==> src/rtl/hicore_commit_ctrl_pkg.sv <==
// Shared types for the HiCore commit controller: widths, FSM state encodings, commit-event classes.
// The optional build macro HICORE_VECTORED_MTVEC_EN is consumed in hicore_commit_ctrl.sv.
package hicore_commit_ctrl_pkg;

  localparam int HICORE_PC_SIZE      = 32;
  localparam int HICORE_EXCP_SIZE    = 16;
  localparam int HICORE_IRQ_SIZE     = 12;
  localparam int HICORE_CSR_IDX_SIZE = 12;

  typedef enum logic [1:0] {
    HICORE_CMT_BOOT  = 2'd0,
    HICORE_CMT_RUN   = 2'd1,
    HICORE_CMT_FLUSH = 2'd2,
    HICORE_CMT_WAIT  = 2'd3
  } cmt_state_e;

  typedef enum logic [2:0] {
    EV_NONE = 3'd0,
    EV_EXCP = 3'd1,
    EV_IRQ  = 3'd2,
    EV_MRET = 3'd3,
    EV_CSR  = 3'd4
  } cmt_event_e;

  // Redirect-causing event of a valid head, highest priority first.
  function automatic cmt_event_e cmt_classify(input logic excp_any, input logic irq_any,
                                              input logic mret, input logic csr_need);
    if (excp_any) return EV_EXCP;
    if (irq_any)  return EV_IRQ;
    if (mret)     return EV_MRET;
    if (csr_need) return EV_CSR;
    return EV_NONE;
  endfunction

endpackage

==> src/rtl/hicore_commit_ctrl_if.sv <==
// Bus bundle between the commit controller (master) and its ROB / CSR unit / frontend neighbours (slave).
interface hicore_commit_ctrl_if
  import hicore_commit_ctrl_pkg::*;
#(
  parameter int PC_W   = HICORE_PC_SIZE,
  parameter int EXCP_W = HICORE_EXCP_SIZE,
  parameter int IRQ_W  = HICORE_IRQ_SIZE
) ();

  logic                           rob_head_valid;
  logic [EXCP_W-1:0]              rob_head_excp;
  logic [PC_W-1:0]                rob_head_pc;
  logic [PC_W-1:0]                rob_head_next_pc;
  logic                           rob_head_csr_need;
  logic [HICORE_CSR_IDX_SIZE-1:0] rob_head_csr_idx;
  logic [PC_W-1:0]                rob_head_csr_data;
  logic                           rob_head_mret;
  logic                           rob_retire;

  logic [IRQ_W-1:0]               irq_pend;
  logic [IRQ_W-1:0]               irq_msk;
  logic [PC_W-1:0]                csr_mepc;
  logic [PC_W-1:0]                csr_mtvec;

  logic                           commit_valid;
  logic [EXCP_W-1:0]              commit_excp;
  logic [IRQ_W-1:0]               commit_irq;
  logic [PC_W-1:0]                commit_pc;
  logic [PC_W-1:0]                commit_next_pc;
  logic                           commit_csr_need;
  logic [HICORE_CSR_IDX_SIZE-1:0] commit_csr_idx;
  logic [PC_W-1:0]                commit_csr_data;
  logic                           commit_mret_op;

  logic                           flush;
  logic                           redirect_valid;
  logic [PC_W-1:0]                redirect_pc;
  logic                           redirect_ready;

  modport master (
    input  rob_head_valid, rob_head_excp, rob_head_pc, rob_head_next_pc,
           rob_head_csr_need, rob_head_csr_idx, rob_head_csr_data, rob_head_mret,
           irq_pend, irq_msk, csr_mepc, csr_mtvec, redirect_ready,
    output rob_retire, commit_valid, commit_excp, commit_irq, commit_pc, commit_next_pc,
           commit_csr_need, commit_csr_idx, commit_csr_data, commit_mret_op,
           flush, redirect_valid, redirect_pc
  );

  modport slave (
    output rob_head_valid, rob_head_excp, rob_head_pc, rob_head_next_pc,
           rob_head_csr_need, rob_head_csr_idx, rob_head_csr_data, rob_head_mret,
           irq_pend, irq_msk, csr_mepc, csr_mtvec, redirect_ready,
    input  rob_retire, commit_valid, commit_excp, commit_irq, commit_pc, commit_next_pc,
           commit_csr_need, commit_csr_idx, commit_csr_data, commit_mret_op,
           flush, redirect_valid, redirect_pc
  );

endinterface

==> src/rtl/hicore_irq_prio_enc.sv <==
// Lowest-set-bit encoder for the enabled interrupt vector; the index equals the mcause interrupt code.
module hicore_irq_prio_enc #(
  parameter int IRQ_W = 12
) (
  input  logic [IRQ_W-1:0] irq_vec,
  output logic [3:0]       irq_idx
);

  logic [IRQ_W-1:0] first;

  // first[gi] is set only for the lowest set bit of irq_vec
  for (genvar gi = 0; gi < IRQ_W; gi++) begin : g_first
    localparam logic [IRQ_W-1:0] LOW_MASK = IRQ_W'((1 << gi) - 1);
    assign first[gi] = irq_vec[gi] & ~|(irq_vec & LOW_MASK);
  end

  always_comb begin
    irq_idx = '0;
    for (int i = 0; i < IRQ_W; i++) begin
      if (first[i]) irq_idx = irq_idx | 4'(i);
    end
  end

endmodule

==> src/rtl/hicore_commit_ctrl.sv <==
// Retirement / trap controller at the ROB head: retires, raises traps, owns flush and frontend redirect.
// Build option HICORE_VECTORED_MTVEC_EN: interrupts vector to base + 4*cause when mtvec[1:0]==2'b01.
module hicore_commit_ctrl
  import hicore_commit_ctrl_pkg::*;
#(
  parameter int              PC_W      = HICORE_PC_SIZE,
  parameter int              EXCP_W    = HICORE_EXCP_SIZE,
  parameter int              IRQ_W     = HICORE_IRQ_SIZE,
  parameter int              FLUSH_CYC = 2,
  parameter logic [PC_W-1:0] RESET_PC  = PC_W'(32'h8000_0000)
) (
  input logic                  clk,
  input logic                  rst_n,
  hicore_commit_ctrl_if.master bus
);

  localparam int CNT_W = $clog2(FLUSH_CYC + 1);

  cmt_state_e       state_q, state_d;
  logic [CNT_W-1:0] flush_cnt_q, flush_cnt_d;
  logic             flush_q, flush_d;
  logic             rdr_valid_q, rdr_valid_d;
  logic [PC_W-1:0]  rdr_pc_q, rdr_pc_d;

  logic             head_go;
  logic             excp_any;
  logic [IRQ_W-1:0] irqv;
  cmt_event_e       ev;
  logic [PC_W-1:0]  mtvec_base;
  logic [PC_W-1:0]  trap_pc;
  logic [PC_W-1:0]  target_pc;

  assign head_go    = (state_q == HICORE_CMT_RUN) && bus.rob_head_valid;
  assign excp_any   = |bus.rob_head_excp;
  assign irqv       = bus.irq_pend & bus.irq_msk;
  assign ev         = cmt_classify(excp_any, |irqv, bus.rob_head_mret, bus.rob_head_csr_need);
  assign mtvec_base = {bus.csr_mtvec[PC_W-1:2], 2'b00};

`ifdef HICORE_VECTORED_MTVEC_EN
  logic [3:0] irq_idx;

  hicore_irq_prio_enc #(.IRQ_W(IRQ_W)) u_irq_enc (
    .irq_vec (irqv),
    .irq_idx (irq_idx)
  );

  // Exceptions always land on the base; only interrupts honour vectored mode.
  always_comb begin
    trap_pc = mtvec_base;
    if (ev == EV_IRQ && bus.csr_mtvec[1:0] == 2'b01) begin
      trap_pc = mtvec_base + {{(PC_W-6){1'b0}}, irq_idx, 2'b00};
    end
  end
`else
  logic unused_mtvec_mode;
  assign unused_mtvec_mode = ^bus.csr_mtvec[1:0];
  assign trap_pc = mtvec_base;
`endif

  always_comb begin
    case (ev)
      EV_EXCP, EV_IRQ: target_pc = trap_pc;
      EV_MRET:         target_pc = bus.csr_mepc;
      default:         target_pc = bus.rob_head_next_pc;
    endcase
  end

  // Commit bus is combinational from the head and forced to zero whenever nothing commits.
  assign bus.rob_retire      = head_go;
  assign bus.commit_valid    = head_go;
  assign bus.commit_excp     = head_go ? bus.rob_head_excp : '0;
  assign bus.commit_irq      = (head_go && !excp_any) ? irqv : '0;
  assign bus.commit_pc       = head_go ? bus.rob_head_pc : '0;
  assign bus.commit_next_pc  = head_go ? bus.rob_head_next_pc : '0;
  assign bus.commit_csr_need = head_go && bus.rob_head_csr_need;
  assign bus.commit_csr_idx  = head_go ? bus.rob_head_csr_idx : '0;
  assign bus.commit_csr_data = head_go ? bus.rob_head_csr_data : '0;
  assign bus.commit_mret_op  = head_go && bus.rob_head_mret;

  assign bus.flush          = flush_q;
  assign bus.redirect_valid = rdr_valid_q;
  assign bus.redirect_pc    = rdr_pc_q;

  always_comb begin
    state_d     = state_q;
    flush_cnt_d = flush_cnt_q;
    flush_d     = flush_q;
    rdr_valid_d = rdr_valid_q;
    rdr_pc_d    = rdr_pc_q;
    case (state_q)
      HICORE_CMT_BOOT: begin
        state_d     = HICORE_CMT_WAIT;
        rdr_valid_d = 1'b1;
        rdr_pc_d    = RESET_PC;
      end
      HICORE_CMT_RUN: begin
        if (head_go && ev != EV_NONE) begin
          state_d     = HICORE_CMT_FLUSH;
          flush_d     = 1'b1;
          flush_cnt_d = CNT_W'(FLUSH_CYC - 1);
          rdr_valid_d = 1'b1;
          rdr_pc_d    = target_pc;
        end
      end
      HICORE_CMT_FLUSH: begin
        // redirect is already offered here, but acceptance only counts once flushing ends
        if (flush_cnt_q == '0) begin
          state_d = HICORE_CMT_WAIT;
          flush_d = 1'b0;
        end else begin
          flush_cnt_d = flush_cnt_q - CNT_W'(1);
        end
      end
      HICORE_CMT_WAIT: begin
        if (bus.redirect_ready) begin
          state_d     = HICORE_CMT_RUN;
          rdr_valid_d = 1'b0;
        end
      end
      default: state_d = HICORE_CMT_BOOT;
    endcase
  end

  always_ff @(posedge clk) begin
    if (!rst_n) begin
      state_q     <= HICORE_CMT_BOOT;
      flush_cnt_q <= '0;
      flush_q     <= 1'b0;
      rdr_valid_q <= 1'b0;
      rdr_pc_q    <= RESET_PC;
    end else begin
      state_q     <= state_d;
      flush_cnt_q <= flush_cnt_d;
      flush_q     <= flush_d;
      rdr_valid_q <= rdr_valid_d;
      rdr_pc_q    <= rdr_pc_d;
    end
  end

endmodule
==> src/flat_wrapper.sv <==
// flat-port wrapper written by rule: the top's interface ports become plain ports
module hicore_commit_ctrl_flat import hicore_commit_ctrl_pkg::*;
#(
  parameter int              PC_W      = HICORE_PC_SIZE,
  parameter int              EXCP_W    = HICORE_EXCP_SIZE,
  parameter int              IRQ_W     = HICORE_IRQ_SIZE,
  parameter int              FLUSH_CYC = 2,
  parameter logic [PC_W-1:0] RESET_PC  = PC_W'(32'h8000_0000)
)
  (clk, rst_n, bus_rob_head_valid, bus_rob_head_excp, bus_rob_head_pc, bus_rob_head_next_pc, bus_rob_head_csr_need, bus_rob_head_csr_idx, bus_rob_head_csr_data, bus_rob_head_mret, bus_irq_pend, bus_irq_msk, bus_csr_mepc, bus_csr_mtvec, bus_redirect_ready, bus_rob_retire, bus_commit_valid, bus_commit_excp, bus_commit_irq, bus_commit_pc, bus_commit_next_pc, bus_commit_csr_need, bus_commit_csr_idx, bus_commit_csr_data, bus_commit_mret_op, bus_flush, bus_redirect_valid, bus_redirect_pc);
  hicore_commit_ctrl_if #(.PC_W(PC_W), .EXCP_W(EXCP_W), .IRQ_W(IRQ_W)) bus_i ();
  input logic clk;
  input logic rst_n;
  input wire logic [$bits(bus_i.rob_head_valid)-1:0] bus_rob_head_valid;
  input wire logic [$bits(bus_i.rob_head_excp)-1:0] bus_rob_head_excp;
  input wire logic [$bits(bus_i.rob_head_pc)-1:0] bus_rob_head_pc;
  input wire logic [$bits(bus_i.rob_head_next_pc)-1:0] bus_rob_head_next_pc;
  input wire logic [$bits(bus_i.rob_head_csr_need)-1:0] bus_rob_head_csr_need;
  input wire logic [$bits(bus_i.rob_head_csr_idx)-1:0] bus_rob_head_csr_idx;
  input wire logic [$bits(bus_i.rob_head_csr_data)-1:0] bus_rob_head_csr_data;
  input wire logic [$bits(bus_i.rob_head_mret)-1:0] bus_rob_head_mret;
  input wire logic [$bits(bus_i.irq_pend)-1:0] bus_irq_pend;
  input wire logic [$bits(bus_i.irq_msk)-1:0] bus_irq_msk;
  input wire logic [$bits(bus_i.csr_mepc)-1:0] bus_csr_mepc;
  input wire logic [$bits(bus_i.csr_mtvec)-1:0] bus_csr_mtvec;
  input wire logic [$bits(bus_i.redirect_ready)-1:0] bus_redirect_ready;
  output wire logic [$bits(bus_i.rob_retire)-1:0] bus_rob_retire;
  output wire logic [$bits(bus_i.commit_valid)-1:0] bus_commit_valid;
  output wire logic [$bits(bus_i.commit_excp)-1:0] bus_commit_excp;
  output wire logic [$bits(bus_i.commit_irq)-1:0] bus_commit_irq;
  output wire logic [$bits(bus_i.commit_pc)-1:0] bus_commit_pc;
  output wire logic [$bits(bus_i.commit_next_pc)-1:0] bus_commit_next_pc;
  output wire logic [$bits(bus_i.commit_csr_need)-1:0] bus_commit_csr_need;
  output wire logic [$bits(bus_i.commit_csr_idx)-1:0] bus_commit_csr_idx;
  output wire logic [$bits(bus_i.commit_csr_data)-1:0] bus_commit_csr_data;
  output wire logic [$bits(bus_i.commit_mret_op)-1:0] bus_commit_mret_op;
  output wire logic [$bits(bus_i.flush)-1:0] bus_flush;
  output wire logic [$bits(bus_i.redirect_valid)-1:0] bus_redirect_valid;
  output wire logic [$bits(bus_i.redirect_pc)-1:0] bus_redirect_pc;
  assign bus_i.rob_head_valid = bus_rob_head_valid;
  assign bus_i.rob_head_excp = bus_rob_head_excp;
  assign bus_i.rob_head_pc = bus_rob_head_pc;
  assign bus_i.rob_head_next_pc = bus_rob_head_next_pc;
  assign bus_i.rob_head_csr_need = bus_rob_head_csr_need;
  assign bus_i.rob_head_csr_idx = bus_rob_head_csr_idx;
  assign bus_i.rob_head_csr_data = bus_rob_head_csr_data;
  assign bus_i.rob_head_mret = bus_rob_head_mret;
  assign bus_i.irq_pend = bus_irq_pend;
  assign bus_i.irq_msk = bus_irq_msk;
  assign bus_i.csr_mepc = bus_csr_mepc;
  assign bus_i.csr_mtvec = bus_csr_mtvec;
  assign bus_i.redirect_ready = bus_redirect_ready;
  assign bus_rob_retire = bus_i.rob_retire;
  assign bus_commit_valid = bus_i.commit_valid;
  assign bus_commit_excp = bus_i.commit_excp;
  assign bus_commit_irq = bus_i.commit_irq;
  assign bus_commit_pc = bus_i.commit_pc;
  assign bus_commit_next_pc = bus_i.commit_next_pc;
  assign bus_commit_csr_need = bus_i.commit_csr_need;
  assign bus_commit_csr_idx = bus_i.commit_csr_idx;
  assign bus_commit_csr_data = bus_i.commit_csr_data;
  assign bus_commit_mret_op = bus_i.commit_mret_op;
  assign bus_flush = bus_i.flush;
  assign bus_redirect_valid = bus_i.redirect_valid;
  assign bus_redirect_pc = bus_i.redirect_pc;
  hicore_commit_ctrl #(.PC_W(PC_W), .EXCP_W(EXCP_W), .IRQ_W(IRQ_W), .FLUSH_CYC(FLUSH_CYC), .RESET_PC(RESET_PC)) u_core (.clk(clk), .rst_n(rst_n), .bus(bus_i));
endmodule
==> config.mk <==
export PLATFORM = sky130hd
export DESIGN_NAME = hicore_commit_ctrl_flat
export DESIGN_NICKNAME = d
export VERILOG_FILES = /design/src/rtl/hicore_commit_ctrl_pkg.sv /design/src/rtl/hicore_commit_ctrl_if.sv /design/src/rtl/hicore_irq_prio_enc.sv /design/src/rtl/hicore_commit_ctrl.sv /design/src/flat_wrapper.sv
export SDC_FILE = /design/constraint.sdc
export NUM_CORES = 1
export LEC_CHECK = 0
export BUFFER_PORTS_ARGS = -buffer_cell sky130_fd_sc_hd__buf_2
export CAP_MARGIN = 20
export CORE_AREA = 2 2 152 154
export DETAILED_ROUTE_END_ITERATION = 10
export DIE_AREA = 0 0 154 156
export PLACE_DENSITY_LB_ADDON = 0.15
export SLEW_MARGIN = 0
export SYNTH_ARGS = -nofsm -noshare
export SYNTH_HDL_FRONTEND = slang
export SYNTH_SLANG_ARGS = --single-unit
==> constraint.sdc <==
create_clock -name clk -period 1.6 [get_ports clk]
set_input_delay 0.16 -clock clk [delete_from_list [all_inputs] [get_ports clk]]
set_output_delay 0.16 -clock clk [all_outputs]
set_load 0.05 [all_outputs]
==> out/metrics.cfg <==
[route]
dr.pass1.iters=5
met3_wirelength_um=1460
wirelength_um=20600
drc=0
vias_per_cell=4.02
drtIter0Drc=138
wl_met1_um=8510
met2WireLength_um=10300
wl_per_cell_um=17.4
routed.top_layer=met5
vias=4745
ant_nets=0

[synth]
ys_ff_latch=38
synth-edff-count=0
yosysTopAreaCell=and2_1
synth_nets=688
syn_inst=469
synth_top_area_share_pct=24.9
yosysUniqueCellTypes=34
yosysWarnings=0
ys_async_sr_fraction_pct=0
synthFlopType=dfxtp_1
syn-cell-area_mm2=0.00317
ys_top_cells_by_area=and2_1 25%, dfxtp_1 24%, nand2_1 9.9%
syn_area_per_cell_um2=6.76
seq_area_frac_synth_pct=24.0

[floorplan]
fp-row-count=55
io_pins=392
fp.coreArea_mm2=0.0224
chipWidth_um=154
die_h_um=156
initial_core_util_pct=14.2
die-area_mm2=0.0240

[setup_path]
crit_chain=nand2_2 > nor2_4 > buf_12 > buf_12 > clkbuf_16 > and2_4 > buf_8
critPathKind=reg2out
crit_top_cell=buf_12
cp_max_fo=9
crit_required_ps=1440
endpoint_kind=primary output
start_kind=flop
critPathMaxStageDelay_ps=340
cp_slowest_cell=dfxtp_2
crit_arrival_ps=1560

[global_route]
antenna_found_initial=1
grt_pass1_vias=4912
grt_pass1_wl_um=28700
track_usage_pct=15.6
grt.overflow.total=0
grt_start_max_net_pins=67

[sta]
setup_slack_ps=-117
drv_slew=0
max-slew-margin-rel_pct=71.4
hold_violations=0
fin_setup_tns_ps=-11150
min_period_ps=1720
rsz0062_at_grt=yes
fmax_mhz=583
period_share_pct=107
tightest_slew_ps=426
fin_skew_ps=6.17
finalSetupViolations=150

[cts]
clk_latency_ps=290
cts_buffer_depth=2
cts_buffers=5
cts-root-buf=clkbuf_16
clock-sinks=38
path_clk_slew_ps=70
cts_tree=yes
htreeDepth=2
hold_buffers=0

[outcome]
status=finished, violations left
violations=setup timing

[placed_design]
port_buffers=389
placed_area_mm2=0.00610
dp_slack_ps=-314
place_congestion=0.783
dp_hpwl_um=14700

[final_layout]
drive_gt1_share_pct=69.2
post-route-cell-area_mm2=0.00805
nets=1113
area_growth_pct=154

[power]
peakVddDrop_mv=0.386
power_density_mw_per_mm2=561
total_power_mw=4.52
p_leak_nw=3.87

[min_path]
hold_path_class=in2reg

[job]
maxCapViolations=0

power breakdown:
part	internal, mW	switching, mW
Sequential	0.991	0.0263
Clock	0.898	0.459
Combinational	0.952	1.19
Total	2.84	1.68
worst max-delay path, delay by kind of cell, from the launching register on:
family | cells | cell delay (ps)
flops | 1 | 340
simple gates | 3 | 340
buf+inv | 4 | 580
cells in the mapped netlist (3+ instances only):
library cell	number
nor4_1	4
mux2i_1	29
and4_1	5
nor2_1	19
dfxtp_1	38
a21oi_1	6
o22ai_1	29
inv_1	36
nand2_1	84
o21ai_0	33
clkbuf_1	29
and2_1	126
buf_1	3
final cells by class:
type / instances / area (µm²)
fillers: 2325 / 14300
repair buffers: 457 / 4100
multi-input cells: 356 / 2500
flip-flops and latches: 38 / 763
well taps: 285 / 357
inverters: 36 / 135
clock buffers: 5 / 125
clock inverters: 3 / 68.8
diodes: 1 / 2.50
flip-flops by register name, indices dropped and copies added (netlist names):
signal / flops
u_core.state_q: 2
u_core.bus.flush: 1
u_core.flush_cnt_q: 2
u_core.bus.redirect_pc: 32
u_core.bus.redirect_valid: 1
routing by layer:
metal / up-vias / GRT usage (%)
li1: 2379 / -
met1: 2129 / 18.4
met2: 215 / 28.4
met3: 20 / 3.97
met4: 2 / 3.07
met5: - / 0
cells by family after synthesis:
kind of cell | after synthesis | share of synthesized area, %
AND/OR/NAND/NOR | 245 | 40.5
flip-flops | 38 | 24.0
adder cells (fa/ha/maj) | 1 | 0.395
XOR/XNOR | 1 | 0.276
AO/OA/AOI/OAI | 80 | 15.1
buffers and inverters | 75 | 10.5
multiplexers | 29 | 9.16
placed cells by master (no fill, tap or decap), types with 29 or more instances in the layout:
| master | n |
|---|---|
| buf_4 | 48 |
| and2_4 | 75 |
| inv_1 | 36 |
| buf_8 | 85 |
| o21ai_0 | 32 |
| nand2_1 | 82 |
| dfxtp_1 | 36 |
| buf_2 | 246 |
| buf_6 | 46 |
| o22ai_1 | 29 |
| and2_2 | 47 |
repair_timing:
item	in CTS	in global routing
gates cloned	5	7
pin swaps	19	32
buffers inserted	3	5
resized for setup	360	86
setup endpoints to repair	145	177
stage by stage:
stage / utilization (%) / std cells / hold slack, ps
floorplan: - / 469 / 330
global placement: 27.3 / 1152 / 418
detailed placement: 27.3 / 1152 / 428
CTS: 33.8 / 1168 / 124
global route: 36.0 / 1180 / 122
finish: 36.0 / 1181 / 130
path summary, 6_finish.rpt:
path,start,endpoint,slack (ps),cells after the start
worst max-delay path,u_core.state_q[0],bus_commit_csr_data[31],-120,7
worst min-delay path,bus_csr_mtvec[16],u_core.bus.redirect_pc[16],130,3
worst max register to register,u_core.state_q[0],u_core.bus.redirect_pc[0],30,7
worst min register to register,u_core.bus.redirect_pc[21],u_core.bus.redirect_pc[21],470,2
(Power assumes the default switching activity.)
